===== config.mk =====
export PLATFORM = sky130hd
export DESIGN_NAME = tap_ctrl_param
export DESIGN_NICKNAME = d
export VERILOG_FILES = /design/src/rtl/tap_pkg.sv /design/src/rtl/tap_ctrl_param_fsm.sv /design/src/rtl/tap_ctrl_param.sv
export SDC_FILE = /design/constraint.sdc
export NUM_CORES = 1
export LEC_CHECK = 0
export CORE_MARGIN = 1.5
export CORE_UTILIZATION = 44
export DETAILED_ROUTE_END_ITERATION = 6
export HOLD_SLACK_MARGIN = 0.15
export PLACE_DENSITY_LB_ADDON = 0.1
export SLEW_MARGIN = 20
export SYNTH_ARGS = -nofsm -noshare
export SYNTH_HDL_FRONTEND = slang
export SYNTH_HIERARCHICAL = 1
export SYNTH_SLANG_ARGS = --single-unit

===== constraint.sdc =====
create_clock -name GCLK_Pad -period 1.85 [get_ports GCLK_Pad]
set_input_delay 0.37 -clock GCLK_Pad [delete_from_list [all_inputs] [get_ports GCLK_Pad]]
set_output_delay 0.37 -clock GCLK_Pad [all_outputs]
set_load 0.05 [all_outputs]

===== src/rtl/tap_pkg.sv =====
// Shared TAP definitions: state encoding, opcode helpers and the IR capture pattern.
package tap_pkg;

    typedef enum logic [3:0] {
        ST_EX2_DR = 4'h0,
        ST_EX1_DR = 4'h1,
        ST_SH_DR  = 4'h2,
        ST_PAU_DR = 4'h3,
        ST_SEL_IR = 4'h4,
        ST_UPD_DR = 4'h5,
        ST_CAP_DR = 4'h6,
        ST_SEL_DR = 4'h7,
        ST_EX2_IR = 4'h8,
        ST_EX1_IR = 4'h9,
        ST_SH_IR  = 4'hA,
        ST_PAU_IR = 4'hB,
        ST_RTI    = 4'hC,
        ST_UPD_IR = 4'hD,
        ST_CAP_IR = 4'hE,
        ST_TLR    = 4'hF
    } tap_state_t;

    localparam logic [1:0] IR_CAPTURE = 2'b01;

    function automatic logic [31:0] bypass_op(input int unsigned ir_width);
        return (ir_width >= 32) ? 32'hFFFF_FFFF : ((32'd1 << ir_width) - 32'd1);
    endfunction

    function automatic logic [31:0] idcode_op(input int unsigned ir_width);
        return bypass_op(ir_width) - 32'd1;
    endfunction

endpackage


===== src/rtl/tap_ctrl_param_fsm.sv =====
// TAP state register and TMS-driven next-state graph; TRST_Pad forces Test-Logic-Reset.
module tap_fsm
    import tap_pkg::*;
(
    input  logic       GCLK_Pad,
    input  logic       TRST_Pad,
    input  logic       TMS_Pad,
    output logic [3:0] state_o
);

    tap_state_t state_q;

    always_ff @(posedge GCLK_Pad) begin
        if (TRST_Pad) begin
            state_q <= ST_TLR;
        end else begin
            case (state_q)
                ST_TLR:    state_q <= TMS_Pad ? ST_TLR    : ST_RTI;
                ST_RTI:    state_q <= TMS_Pad ? ST_SEL_DR : ST_RTI;
                ST_SEL_DR: state_q <= TMS_Pad ? ST_SEL_IR : ST_CAP_DR;
                ST_CAP_DR: state_q <= TMS_Pad ? ST_EX1_DR : ST_SH_DR;
                ST_SH_DR:  state_q <= TMS_Pad ? ST_EX1_DR : ST_SH_DR;
                ST_EX1_DR: state_q <= TMS_Pad ? ST_UPD_DR : ST_PAU_DR;
                ST_PAU_DR: state_q <= TMS_Pad ? ST_EX2_DR : ST_PAU_DR;
                ST_EX2_DR: state_q <= TMS_Pad ? ST_UPD_DR : ST_SH_DR;
                ST_UPD_DR: state_q <= TMS_Pad ? ST_SEL_DR : ST_RTI;
                ST_SEL_IR: state_q <= TMS_Pad ? ST_TLR    : ST_CAP_IR;
                ST_CAP_IR: state_q <= TMS_Pad ? ST_EX1_IR : ST_SH_IR;
                ST_SH_IR:  state_q <= TMS_Pad ? ST_EX1_IR : ST_SH_IR;
                ST_EX1_IR: state_q <= TMS_Pad ? ST_UPD_IR : ST_PAU_IR;
                ST_PAU_IR: state_q <= TMS_Pad ? ST_EX2_IR : ST_PAU_IR;
                ST_EX2_IR: state_q <= TMS_Pad ? ST_UPD_IR : ST_SH_IR;
                ST_UPD_IR: state_q <= TMS_Pad ? ST_SEL_DR : ST_RTI;
                default:   state_q <= ST_TLR;
            endcase
        end
    end

    assign state_o = state_q;

endmodule


===== src/rtl/tap_ctrl_param.sv =====
// Parametrised TAP controller: IR, BYPASS, user DRs with update strobes, optional IDCODE.
// Define TAP_IDCODE_EN to build the 32-bit IDCODE register and make it the reset instruction.
module tap_ctrl_param
    import tap_pkg::*;
#(
    parameter int          IR_WIDTH     = 4,
    parameter int          DR_WIDTH     = 8,
    parameter int          NUM_DR       = 2,
    parameter logic [31:0] IDCODE_VALUE = 32'h0000_0001
) (
    input  logic                       GCLK_Pad,
    input  logic                       TRST_Pad,
    input  logic                       TMS_Pad,
    input  logic                       TDI_Pad,
    output logic                       TDO_Pad,
    output logic [3:0]                 state_obs_Pad,
    output logic [IR_WIDTH-1:0]        ir_out,
    input  logic [NUM_DR*DR_WIDTH-1:0] dr_capture_data,
    output logic [DR_WIDTH-1:0]        dr_update_data,
    output logic [NUM_DR-1:0]          dr_update_strb
);

    localparam logic [31:0]         BYP_OP32 = bypass_op(IR_WIDTH);
    localparam logic [31:0]         IDC_OP32 = idcode_op(IR_WIDTH);
    localparam logic [IR_WIDTH-1:0] BYP_OP   = BYP_OP32[IR_WIDTH-1:0];
    localparam logic [IR_WIDTH-1:0] IDC_OP   = IDC_OP32[IR_WIDTH-1:0];
    localparam logic [IR_WIDTH-1:0] IR_CAP   = IR_WIDTH'(IR_CAPTURE);
    localparam logic [IR_WIDTH-1:0] NUM_DR_L = IR_WIDTH'(NUM_DR);
`ifdef TAP_IDCODE_EN
    localparam logic [IR_WIDTH-1:0] RESET_IR = IDC_OP;
`else
    localparam logic [IR_WIDTH-1:0] RESET_IR = BYP_OP;
`endif

    if (IDCODE_VALUE[0] != 1'b1 || IR_WIDTH < 2) begin : g_param_check
        $error("tap_ctrl_param: IDCODE_VALUE[0] must be 1 and IR_WIDTH at least 2");
    end

    logic [3:0]          fsm_state;
    tap_state_t          state;
    logic [IR_WIDTH-1:0] ir_q;
    logic [IR_WIDTH-1:0] ir_shift_q;
    logic [DR_WIDTH-1:0] user_shift_q;
    logic                bypass_q;
    logic                sel_user;
    logic                sel_bypass;
    logic [DR_WIDTH-1:0] user_cap;
    logic [DR_WIDTH-1:0] cap_arr [NUM_DR];
    logic                tdo;
`ifdef TAP_IDCODE_EN
    logic [31:0]         idcode_q;
    logic                sel_idcode;
`endif

    tap_fsm u_fsm (
        .GCLK_Pad (GCLK_Pad),
        .TRST_Pad (TRST_Pad),
        .TMS_Pad  (TMS_Pad),
        .state_o  (fsm_state)
    );

    assign state         = tap_state_t'(fsm_state);
    assign state_obs_Pad = fsm_state;
    assign ir_out        = (state == ST_TLR) ? RESET_IR : ir_q;

    // Decode always works from the active instruction, so TLR sees the reset opcode at once.
    assign sel_user = (ir_out < NUM_DR_L);
`ifdef TAP_IDCODE_EN
    assign sel_idcode = (ir_out == IDC_OP);
    assign sel_bypass = !sel_user && !sel_idcode;
`else
    assign sel_bypass = !sel_user;
`endif

    for (genvar gi = 0; gi < NUM_DR; gi++) begin : g_user_dr
        assign cap_arr[gi]        = dr_capture_data[gi*DR_WIDTH +: DR_WIDTH];
        assign dr_update_strb[gi] = (state == ST_UPD_DR) && sel_user && (ir_out == IR_WIDTH'(gi));
    end

    always_comb begin
        user_cap = '0;
        for (int k = 0; k < NUM_DR; k++) begin
            if (ir_out == IR_WIDTH'(k)) user_cap = cap_arr[k];
        end
    end

    always_ff @(posedge GCLK_Pad) begin
        if (TRST_Pad) begin
            ir_q         <= RESET_IR;
            ir_shift_q   <= '0;
            user_shift_q <= '0;
            bypass_q     <= 1'b0;
`ifdef TAP_IDCODE_EN
            idcode_q     <= '0;
`endif
        end else begin
            case (state)
                ST_TLR:    ir_q       <= RESET_IR;
                ST_CAP_IR: ir_shift_q <= IR_CAP;
                ST_SH_IR:  ir_shift_q <= {TDI_Pad, ir_shift_q[IR_WIDTH-1:1]};
                ST_UPD_IR: ir_q       <= ir_shift_q;
                ST_CAP_DR: begin
                    if (sel_user)   user_shift_q <= user_cap;
                    if (sel_bypass) bypass_q     <= 1'b0;
`ifdef TAP_IDCODE_EN
                    if (sel_idcode) idcode_q     <= IDCODE_VALUE;
`endif
                end
                ST_SH_DR: begin
                    if (sel_user)   user_shift_q <= {TDI_Pad, user_shift_q[DR_WIDTH-1:1]};
                    if (sel_bypass) bypass_q     <= TDI_Pad;
`ifdef TAP_IDCODE_EN
                    if (sel_idcode) idcode_q     <= {TDI_Pad, idcode_q[31:1]};
`endif
                end
                default: ;
            endcase
        end
    end

    always_comb begin
        tdo = 1'b0;
        if (state == ST_SH_IR) begin
            tdo = ir_shift_q[0];
        end else if (state == ST_SH_DR) begin
            if (sel_user)   tdo = user_shift_q[0];
`ifdef TAP_IDCODE_EN
            else if (sel_idcode) tdo = idcode_q[0];
`endif
            else            tdo = bypass_q;
        end
    end

    assign TDO_Pad        = tdo;
    assign dr_update_data = user_shift_q;

endmodule


==> flow_summary.ini <==
[pwr]
pwr-share-comb = 0.403
pwr-share-clk = 0.174
leakagePower_nw = 0.817
seqPwrFrac = 0.422
peakVddDrop_v = 0.000668
sw_frac_of_total = 0.355
p_total_mw = 1.23
power.density_mw_per_mm2 = 673
p_sw_uw = 437
p_int_uw = 796

[worst_setup_path]
worstSetupPathType = flop to output pin
worstPathRequired_ps = 1480
end_kind = output pin
start_kind = flop
crit_arrival_ps = 1600
cp_max_fo = 6

[floorplan]
fp.dieH_um = 54.1
fp.coreArea_mm2 = 0.00248
start_util = 0.464
ioPinCount = 39
die_area_mm2 = 0.00293
die_width_um = 54.1
row_count = 18

[logic_synthesis]
synth_top_area_share = 0.366
synthDistinctLibCells = 35
synth-edff-count = 0
synth_top_family_by_area = compound AO/OA/AOI/OAI gates
synth_top_flop_cell = dfxtp_1
ys_seq_elements = 21
synth_nets = 159
netlist_top_cells_area = dfxtp_1 (37%), a2111o_1 (6.9%), mux2i_1 (6.1%)
yosysMostFrequentCell = dfxtp_1
synthSimpleGateAreaFrac = 0.214
async_flop_share = 0
postSynthAreaPerCell_um2 = 8.27
ys_warn_count = 6
synth_area_mm2 = 0.00115
synth_xor_area_frac = 0
ys_seq_area_frac = 0.366
synth_compound_area_frac = 0.293
synthMuxAreaShare = 0.0609
syn_inst = 139
synth-adder-area-share = 0
yosys-top-cells-count = dfxtp_1 (21), a21oi_1 (13), nor2_1 (13)
synth_top_area_cell = dfxtp_1

[sta]
hold_violations = 0
setup_viol = 7
setup_ws_ps = -120
fmax_ghz = 0.508
finalCritPeriodShare = 1.06
worst_hold_slack_ps = 489
fin_skew_ps = 2.37
slew_headroom = 0.665
layout_min_cycle_time_ps = 1970
rsz0062_at_grt = yes
final.setup.tns_ps = -583
tightest_slew_ps = 502
drv_slew = 0

[cts]
numCtsBuffers = 3
htreeDepth = 1
clockBufferDepth = 2
cts.sinks = 21
clock-root-buffer = clkbuf_4
cts_tree = built
clock_latency_ps = 300
clk_pin_slew_ps = 100

[global_route]
groute.usage.overall = 0.232
overflow = 0
grt_pass1_vias = 1114
grt_use_met1 = 0.269
busiest_layer = met2
antenna_found_initial = 0
use_met3 = 0.0667
grt_max_degree = 33
grt_pass1_wl_um = 4860
met2_usage = 0.400

[min_path]
hp-class = flop to flop

[finish]
fin_util = 0.740
n_antenna_cell = 0
nets = 206
final_area_mm2 = 0.00183
area_delta_synth_final_pct = 59.5
final_layout_size_suffix_gt1_frac = 0.297
stdcell_count = 215

[placed_design]
hpwlAfterDp_um = 2260
io_buffers = 38
pre_cts_ws_ps = 121
gp_congestion = 0.834
placedCellCount = 204
place_area_mm2 = 0.00172

[drt]
drc = 0
vias = 1293
drt_first_pass_iters = 4
drt_iter0_drc = 63
via_per_inst = 6.01
postRouteWirelength_um = 3320
wire_per_inst_um = 15.4
antenna_left = 0

[status]
status = finished with violations
violations = negative setup slack

[job]
max-cap-violations = 0
==> sequential cells by signal (all words and copies together), names as in the netlist <==
signal          cells
ir_q                4
ir_shift_q          4
dr_update_data      8
bypass_q            1
u_fsm/state_o       4
==> power by group through the flow <==
stage | Clock (mW) | Combinational, mW | Sequential, mW
after floorplan | 0 | 0.231 | 0.565
after global placement | 0 | 0.434 | 0.531
after detailed placement | 0 | 0.444 | 0.533
after CTS | 0.222 | 0.479 | 0.514
after global routing | 0.238 | 0.524 | 0.526
final | 0.215 | 0.497 | 0.521
==> final cells by class <==
cell class	count	area (µm²)
multi-input cells	102	741
fillers	194	643
repair buffers	54	576
flip-flops and latches	21	437
well taps	30	37.5
clock buffers	4	26.3
inverters	4	17.5
==> critical path: stages, from the launching register on <==
cell	delay, ps
dfxtp_4	380
or4b_4	570
nor3_4	180
buf_12	160
==> final timing paths <==
| path | from | to | slack (ps) | cells after the start |
|---|---|---|---|---|
| setup / recovery | u_fsm/state_o[3]$_SDFF_PP1_ | dr_update_strb[0] | -120 | 3 |
| setup reg to reg | u_fsm/state_o[0]$_SDFF_PP1_ | dr_update_data[1]$_SDFFE_PP0P_ | 250 | 4 |
| hold reg to reg | ir_shift_q[1]$_SDFFE_PP0P_ | ir_shift_q[1]$_SDFFE_PP0P_ | 490 | 2 |
| hold / removal | ir_shift_q[1]$_SDFFE_PP0P_ | ir_shift_q[1]$_SDFFE_PP0P_ | 490 | 2 |
==> logic make-up (layout without fill, tap and decap cells) <==
group           Yosys count  in the layout
compound gates           48             48
flops                    21             21
buf+inv                  16             62
mux                       7              7
simple gates             47             47
==> metal layers <==
metal	share of wire	vias up
met2	0.51	46
met4	0.022	0
met1	0.40	618
met3	0.068	10
li1	-	619
met5	0	-
==> what timing repair did <==
item                                    CTS  global route
pin swaps                                 3             1
gates resized for setup                   7             5
hold buffers                              0             0
setup buffers                             5             2
endpoints found under the setup margin    8            10
cloned                                    0             0
==> cell usage in the layout, fill, tap and decap left out, types with 4 or more instances in the layout <==
cell,n
mux2i_1,7
a2111o_1,7
dfxtp_1,16
clkdlybuf4s50_1,19
nor2_1,13
buf_4,23
dfxtp_4,4
o21bai_1,4
nand3_1,4
o21ai_1,9
nand2_1,6
buf_12,9
a21oi_1,13
a31oi_1,4
No activity file was read; power rests on OpenSTA's default activity.
